`src/rtl/pipe_pkg.sv`:
```
// Shared types and constants for the ID-stage hazard/stall control slice.
// FORWARD_EN (optional macro) restricts stalls to load-use hazards in dst_scoreboard.
package pipe_pkg;

    localparam int REG_W    = 5;
    localparam int SB_DEPTH = 3;
    localparam logic [REG_W-1:0] REG_ZERO = 5'd0;

    typedef struct packed {
        logic             valid;
        logic [REG_W-1:0] dst;
        logic             load;
    } sb_entry_t;

    typedef enum logic [1:0] {
        ST_RUN    = 2'd0,
        ST_DRAIN  = 2'd1,
        ST_HALTED = 2'd2
    } state_t;

    // A source register matches an in-flight write; r0 is hardwired and never matches.
    function automatic logic reg_match(input sb_entry_t e, input logic [REG_W-1:0] r);
        return e.valid && (e.dst == r) && (r != REG_ZERO);
    endfunction

endpackage

```
`src/rtl/dst_scoreboard.sv`:
```
// Destination scoreboard for EX/MEM/WB (entry 0 = EX) with source-match logic.
// With FORWARD_EN defined only a load sitting in EX produces a hit.
module dst_scoreboard
    import pipe_pkg::*;
#(
    parameter int DEPTH = SB_DEPTH
) (
    input  logic             clk,
    input  logic             rst_n,
    input  sb_entry_t        push,
    input  logic [REG_W-1:0] rs,
    input  logic [REG_W-1:0] rt,
    input  logic             use_rs,
    input  logic             use_rt,
    output logic             hit_rs,
    output logic             hit_rt,
    output logic             empty
);

    sb_entry_t sb_r [DEPTH];

    // Shift register: one stage per cycle, the WB entry falls off the end.
    always_ff @(posedge clk or negedge rst_n) begin
        if (!rst_n) begin
            for (int i = 0; i < DEPTH; i++) begin
                sb_r[i] <= '0;
            end
        end else begin
            sb_r[0] <= push;
            for (int i = 1; i < DEPTH; i++) begin
                sb_r[i] <= sb_r[i-1];
            end
        end
    end

    // Source matching and occupancy.
    always_comb begin
        hit_rs = 1'b0;
        hit_rt = 1'b0;
        empty  = 1'b1;
`ifdef FORWARD_EN
        hit_rs = use_rs & sb_r[0].load & reg_match(sb_r[0], rs);
        hit_rt = use_rt & sb_r[0].load & reg_match(sb_r[0], rt);
`else
        for (int i = 0; i < DEPTH; i++) begin
            hit_rs = hit_rs | (use_rs & reg_match(sb_r[i], rs));
            hit_rt = hit_rt | (use_rt & reg_match(sb_r[i], rt));
        end
`endif
        for (int i = 0; i < DEPTH; i++) begin
            empty = empty & ~sb_r[i].valid;
        end
    end

endmodule

```
`src/rtl/hazard_stall_ctrl.sv`:
```
// ID-stage stall/bubble/flush sequencer with HALT drain; optional macro FORWARD_EN
// limits data-hazard stalls to load-use (see dst_scoreboard).
module hazard_stall_ctrl
    import pipe_pkg::*;
#(
    parameter int REG_W = 5,
    parameter int DEPTH = 3,
    parameter int CNT_W = 16
) (
    input  logic             clk,
    input  logic             rst_n,
    input  logic             id_valid,
    input  logic [REG_W-1:0] id_rs,
    input  logic [REG_W-1:0] id_rt,
    input  logic             id_use_rs,
    input  logic             id_use_rt,
    input  logic             id_reg_write,
    input  logic [REG_W-1:0] id_dst,
    input  logic             id_mem_read,
    input  logic             id_halt,
    input  logic             ex_redirect,
    output logic             pc_hold,
    output logic             ifid_hold,
    output logic             bubble,
    output logic             ifid_flush,
    output logic             halted,
    output logic [CNT_W-1:0] stall_count
);

    state_t           state_r;
    state_t           state_next_s;
    logic [CNT_W-1:0] count_r;
    logic             halted_r;
    logic             cnt_inc_s;
    logic             hit_rs_s;
    logic             hit_rt_s;
    logic             empty_s;
    logic             hazard_s;
    sb_entry_t        push_s;

    assign hazard_s    = id_valid & (hit_rs_s | hit_rt_s);
    assign halted      = halted_r;
    assign stall_count = count_r;

    dst_scoreboard #(
        .DEPTH (DEPTH)
    ) u_sb (
        .clk    (clk),
        .rst_n  (rst_n),
        .push   (push_s),
        .rs     (id_rs),
        .rt     (id_rt),
        .use_rs (id_use_rs),
        .use_rt (id_use_rt),
        .hit_rs (hit_rs_s),
        .hit_rt (hit_rt_s),
        .empty  (empty_s)
    );

    // Next state and same-cycle hold/bubble/flush; redirect outranks the hazard check.
    always_comb begin
        state_next_s = state_r;
        pc_hold      = 1'b0;
        ifid_hold    = 1'b0;
        bubble       = 1'b0;
        ifid_flush   = 1'b0;
        cnt_inc_s    = 1'b0;
        case (state_r)
            ST_RUN: begin
                if (ex_redirect) begin
                    ifid_flush = 1'b1;
                    bubble     = 1'b1;
                end else if (hazard_s) begin
                    pc_hold   = 1'b1;
                    ifid_hold = 1'b1;
                    bubble    = 1'b1;
                    cnt_inc_s = 1'b1;
                end else if (id_valid && id_halt) begin
                    state_next_s = ST_DRAIN;
                end else begin
                    state_next_s = ST_RUN;
                end
            end
            ST_DRAIN: begin
                pc_hold   = 1'b1;
                ifid_hold = 1'b1;
                bubble    = 1'b1;
                if (empty_s) begin
                    state_next_s = ST_HALTED;
                end else begin
                    state_next_s = ST_DRAIN;
                end
            end
            ST_HALTED: begin
                pc_hold   = 1'b1;
                ifid_hold = 1'b1;
                bubble    = 1'b1;
            end
            default: begin
                state_next_s = ST_RUN;
                pc_hold      = 1'b1;
                ifid_hold    = 1'b1;
                bubble       = 1'b1;
            end
        endcase
    end

    // Only instructions that actually leave ID (no bubble, no flush) occupy the scoreboard.
    always_comb begin
        push_s.valid = id_valid & id_reg_write & ~bubble & ~ifid_flush & (id_dst != REG_ZERO);
        push_s.dst   = id_dst;
        push_s.load  = id_mem_read;
    end

    // State, sticky halted flag and saturating data-hazard stall counter.
    always_ff @(posedge clk or negedge rst_n) begin
        if (!rst_n) begin
            state_r  <= ST_RUN;
            halted_r <= 1'b0;
            count_r  <= {CNT_W{1'b0}};
        end else begin
            state_r  <= state_next_s;
            halted_r <= (state_next_s == ST_HALTED);
            if (cnt_inc_s && (count_r != {CNT_W{1'b1}})) begin
                count_r <= count_r + {{(CNT_W-1){1'b0}}, 1'b1};
            end else begin
                count_r <= count_r;
            end
        end
    end

endmodule

```
`config.mk`:
```
export PLATFORM = sky130hd
export DESIGN_NAME = hazard_stall_ctrl
export DESIGN_NICKNAME = d
export VERILOG_FILES = /design/src/rtl/pipe_pkg.sv /design/src/rtl/dst_scoreboard.sv /design/src/rtl/hazard_stall_ctrl.sv
export SDC_FILE = /design/constraint.sdc
export NUM_CORES = 1
export LEC_CHECK = 0
export BUFFER_PORTS_ARGS = -buffer_cell sky130_fd_sc_hd__buf_2
export CAP_MARGIN = 0
export CORE_ASPECT_RATIO = 1.25
export CORE_MARGIN = 4
export CORE_UTILIZATION = 45
export CTS_CLUSTER_DIAMETER = 60
export DETAILED_ROUTE_END_ITERATION = 16
export PLACE_DENSITY = 0.73
export SYNTH_ARGS = -nofsm -noshare
export SYNTH_HDL_FRONTEND = slang
export SYNTH_HIERARCHICAL = 1
export SYNTH_SLANG_ARGS = --single-unit
export TNS_END_PERCENT = 5
```
`constraint.sdc`:
```
create_clock -name clk -period 7.05 [get_ports clk]
set_input_delay 1.41 -clock clk [delete_from_list [all_inputs] [get_ports clk]]
set_output_delay 1.41 -clock clk [all_outputs]
set_load 0.01 [all_outputs]
```
==> impl_results.html <==
<table>
<tr><th>Metric</th><th>Value</th></tr>
<tr><th colspan="2">Logic synthesis</th></tr>
<tr><td>Count of distinct cell types in the synthesized netlist</td><td>34</td></tr>
<tr><td>Mean Syn Cell Area</td><td>11.3 sq um</td></tr>
<tr><td>Number of nets in the synthesized netlist</td><td>187</td></tr>
<tr><td>Post-Synth XOR/XNOR Area</td><td>19.7%</td></tr>
<tr><td>Synthesized-area fraction occupied by ao, oa, aoi and oai cells</td><td>5.35%</td></tr>
<tr><td>Proportion of synthesized area in mux cells</td><td>2.40%</td></tr>
<tr><td>Count of warnings emitted by yosys</td><td>6</td></tr>
<tr><td>Combined area of all synthesized cells</td><td>0.00182 sq mm</td></tr>
<tr><td>Synth Area in Adders</td><td>0.686%</td></tr>
<tr><td>Basic-gate share of the synthesized area counting and, or, nand and nor cells</td><td>20.1%</td></tr>
<tr><td>Synthesized instance count</td><td>162</td></tr>
<tr><td>Number of register bits inferred by synthesis</td><td>37</td></tr>
<tr><td>Combinational family with the most area after synthesis</td><td>simple AND/OR/NAND/NOR gates</td></tr>
<tr><td>Top cells by area, synth</td><td>sky130_fd_sc_hd__dfrtp_1, sky130_fd_sc_hd__xor2_1, sky130_fd_sc_hd__xnor2_1</td></tr>
<tr><td>Cell type with the largest total area after synthesis</td><td>sky130_fd_sc_hd__dfrtp_1</td></tr>
<tr><td>Area share of the largest cell type after synthesis</td><td>50.8%</td></tr>
<tr><td>Proportion of synthesized chip area in sequential cells</td><td>50.8%</td></tr>
<tr><th colspan="2">Final layout</th></tr>
<tr><td>Fraction of layout instances using a drive strength above 1</td><td>26.4%</td></tr>
<tr><td>Ant. Diodes</td><td>0</td></tr>
<tr><td>Layout Area Growth over Synthesis</td><td>18.7%</td></tr>
<tr><td>Fin cells</td><td>262</td></tr>
<tr><td>Layout Nets</td><td>234</td></tr>
<tr><th colspan="2">Placement</th></tr>
<tr><td>GPL Wtd Cong</td><td>0.875</td></tr>
<tr><td>Port Buf Inserts</td><td>43</td></tr>
<tr><td>Estimated wirelength of the detail-placed design</td><td>2810 um</td></tr>
<tr><td>Worst slack at placement</td><td>2.42 ns</td></tr>
<tr><td>Number of placed instances with taps included</td><td>256</td></tr>
<tr><th colspan="2">Die</th></tr>
<tr><td>Horiz. Die Dim</td><td>65.0 um</td></tr>
<tr><td>Effective utilization at floorplan</td><td>47.4%</td></tr>
<tr><td>CORE AREA</td><td>0.00385 sq mm</td></tr>
<tr><td>Io pins</td><td>45</td></tr>
<tr><td>FP Rows</td><td>25</td></tr>
<tr><td>Vertical die dimension</td><td>79.2 um</td></tr>
<tr><td>Total die area</td><td>0.00514 sq mm</td></tr>
<tr><th colspan="2">Timing</th></tr>
<tr><td>Pin slew with the least headroom to its limit</td><td>0.797 ns</td></tr>
<tr><td>Post-route worst setup slack</td><td>2.42 ns</td></tr>
<tr><td>Post-route setup TNS</td><td>0 ns</td></tr>
<tr><td>Final setup violation count</td><td>0</td></tr>
<tr><td>Total count of hold-check failures in the final report</td><td>0</td></tr>
<tr><td>Fmax</td><td>0.216 GHz</td></tr>
<tr><td>Max-Slew Margin vs Limit</td><td>46.9%</td></tr>
<tr><td>Fin crit share</td><td>65.7%</td></tr>
<tr><td>Total count of max-transition violations in the final report</td><td>0</td></tr>
<tr><td>Final critical path time including I/O delays and setup</td><td>4.63 ns</td></tr>
<tr><td>Setup repair after global routing missed its margin</td><td>false</td></tr>
<tr><td>Final worst clock skew</td><td>0.0126 ns</td></tr>
<tr><th colspan="2">Global route</th></tr>
<tr><td>Via count of the first global-routing pass</td><td>1402</td></tr>
<tr><td>Total overflow reported by the global router</td><td>0</td></tr>
<tr><td>Maximum number of pins on one net before global-route repair</td><td>38</td></tr>
<tr><td>Global-route total usage across every layer</td><td>15.7%</td></tr>
<tr><td>Number of antenna violations at the first check in global routing</td><td>0</td></tr>
<tr><td>Global-route wire length before repair</td><td>6230 um</td></tr>
<tr><th colspan="2">Clock tree</th></tr>
<tr><td>CTS Buf Count</td><td>5</td></tr>
<tr><td>Clock latency on the worst-skew pair</td><td>0.28 ns</td></tr>
<tr><td>Maximum count of clock buffers along a single path</td><td>2</td></tr>
<tr><td>Number of buffers inserted by post-CTS setup repair</td><td>0</td></tr>
<tr><td>Number of clock sinks</td><td>37</td></tr>
<tr><td>Gates resized, CTS repair</td><td>0</td></tr>
<tr><td>CTS tree</td><td>yes</td></tr>
<tr><td>Cts-stage hold buffer count</td><td>0</td></tr>
<tr><td>Clock root buffer master</td><td>sky130_fd_sc_hd__clkbuf_8</td></tr>
<tr><td>CTS H-tree depth</td><td>2</td></tr>
<tr><td>CTS clock-pin slew for the worst setup and hold paths</td><td>0.07 ns</td></tr>
<tr><th colspan="2">Critical path</th></tr>
<tr><td>Class of the most critical setup path</td><td>primary input to output pin</td></tr>
<tr><td>Critical path required time</td><td>5.64 ns</td></tr>
<tr><td>Startpoint type of the worst setup path</td><td>primary input</td></tr>
<tr><td>R2R cell count</td><td>8</td></tr>
<tr><td>Worst Setup End Kind</td><td>output pin</td></tr>
<tr><td>Arrival @ worst endpoint</td><td>3.22 ns</td></tr>
<tr><td>Top fanout value on the critical path</td><td>8</td></tr>
<tr><th colspan="2">Run status</th></tr>
<tr><td>Status</td><td>complete, no violations</td></tr>
<tr><th colspan="2">Job</th></tr>
<tr><td># Max-Cap Violations</td><td>0</td></tr>
<tr><th colspan="2">Pwr</th></tr>
<tr><td>Largest voltage drop on the vdd net</td><td>111 uV</td></tr>
<tr><td>Static leakage power</td><td>1.02 nW</td></tr>
<tr><td>Power Dens Cells</td><td>203 mW/mm^2</td></tr>
<tr><th colspan="2">Detailed routing</th></tr>
<tr><td>Routed wire length</td><td>3720 um</td></tr>
<tr><td>DRC violations left</td><td>0</td></tr>
<tr><td>Via count</td><td>1381</td></tr>
<tr><td>Iteration count of the initial detailed-routing pass</td><td>4</td></tr>
<tr><td>Drt via density</td><td>5.27</td></tr>
<tr><td>Initial drt markers</td><td>63</td></tr>
<tr><td>Avg WL per Cell</td><td>14.2 um</td></tr>
<tr><td>Final ANT Viol Nets</td><td>0</td></tr>
<tr><th colspan="2">Worst hold path</th></tr>
<tr><td>Class of the most critical hold timing path</td><td>flip-flop to flip-flop</td></tr>
<tr><td>Worst hold stages</td><td>0</td></tr>
</table>
-- where the power goes --
group          internal (mW)  switching (mW)  total [mW]
logic                 0.0309          0.0402      0.0712
registers              0.225          0.0120       0.237
clock network         0.0649          0.0670       0.132
-- area by class of cell --
type / instances / area (sq um)
fill: 361 / 1680
sequential: 37 / 926
multi-input combinational: 121 / 880
timing repair buffer: 43 / 215
clock buffer: 5 / 68.8
tap: 54 / 67.6
clock inverter: 1 / 5.00
inverter: 1 / 3.75
-- final timing paths --
| check | start | to | slack (ns) |
|---|---|---|---|
| max in group asynchronous | rst_n | u_sb/sb_r[17]$_DFF_PN0_ | 5.33 |
| setup reg to reg | u_sb/sb_r[10]$_DFF_PN0_ | stall_count[15]$_DFFE_PN0P_ | 4.45 |
| setup / recovery | id_rs[2] | ifid_hold | 2.42 |
| min in group asynchronous | rst_n | u_sb/sb_r[5]$_DFF_PN0_ | 1.21 |
| hold / removal | u_sb/sb_r[13]$_DFF_PN0_ | u_sb/sb_r[6]$_DFF_PN0_ | 0.43 |
| hold reg to reg | u_sb/sb_r[13]$_DFF_PN0_ | u_sb/sb_r[6]$_DFF_PN0_ | 0.43 |
-- kinds of logic (layout without fill, tap and decap cells) --
kind of cell               after synthesis  after routing
AOI/OAI and AO/OA                       16             16
xor gates and xnor gates                41             41
adders and majority gates                1              1
buffers and inverters                    4             50
DFF                                     37             37
muxes                                    4              4
and+or+nand+nor                         59             59
-- cells in the final DEF, fill, tap and decap left out, types with 2 or more instances in the layout --
cell	instances
sky130_fd_sc_hd__buf_2	43
sky130_fd_sc_hd__dfrtp_1	37
sky130_fd_sc_hd__xor2_1	27
sky130_fd_sc_hd__nand3_1	15
sky130_fd_sc_hd__xnor2_1	14
sky130_fd_sc_hd__nand2_1	7
sky130_fd_sc_hd__nand4_1	6
sky130_fd_sc_hd__nor4_1	6
sky130_fd_sc_hd__clkbuf_8	5
sky130_fd_sc_hd__a21oi_1	4
sky130_fd_sc_hd__o21ai_0	4
sky130_fd_sc_hd__nor2_1	4
sky130_fd_sc_hd__and3_1	4
sky130_fd_sc_hd__o21ai_1	3
sky130_fd_sc_hd__or4_1	3
sky130_fd_sc_hd__and4_1	3
sky130_fd_sc_hd__nor3_1	2
sky130_fd_sc_hd__and2_1	2
sky130_fd_sc_hd__mux2_1	2
sky130_fd_sc_hd__a31oi_1	2
-- worst max-delay path, stage by stage --
cell	delay, ns
sky130_fd_sc_hd__buf_2	0.14
sky130_fd_sc_hd__or4_1	0.53
sky130_fd_sc_hd__o21ai_1	0.13
sky130_fd_sc_hd__a31oi_1	0.06
sky130_fd_sc_hd__o21ai_1	0.57
sky130_fd_sc_hd__o21ai_0	0.19
sky130_fd_sc_hd__buf_2	0.18
-- synthesized netlist by cell type (all sizes together) --
cell	instances
nand4b	1
a31oi	2
clkbuf	2
and4	3
a21oi	4
nor2b	1
a211oi	1
mux2i	1
nand4	6
or3	1
dfrtp	37
a41oi	1
nand3b	1
nand3	15
inv	1
xor2	27
nor2	4
mux2	3
nand2	7
or4	4
ha	1
o21ai	7
buf	1
xnor2	14
and2	2
o2111ai	1
nor4	8
nor3	2
and3	4
-- per-layer routing --
metal  global-route usage (%)  routed length [um]
met3                     5.23                 241
met4                     6.77                  49
met5                        0                   0
met2                     25.2                1840
met1                     19.2                1580
-- flip-flops by register name (all words and copies together), names as in the netlist --
register     count
halted           1
state_r          2
stall_count     16
u_sb/sb_r       18
-- stage by stage --
step / hold slack (ns) / power [mW] / utilization [%] / cell area [sq um]
after global routing: 0.448 / 0.467 / 56.3 / 2170
after CTS: 0.432 / 0.445 / 56.3 / 2170
after floorplan: 0.394 / 0.283 / - / 1820
final: 0.427 / 0.440 / 56.3 / 2170
after global placement: 0.415 / 0.312 / 54.4 / 2090
after detailed placement: 0.417 / 0.314 / 54.4 / 2090
No activity file was read; power rests on OpenSTA's default activity.
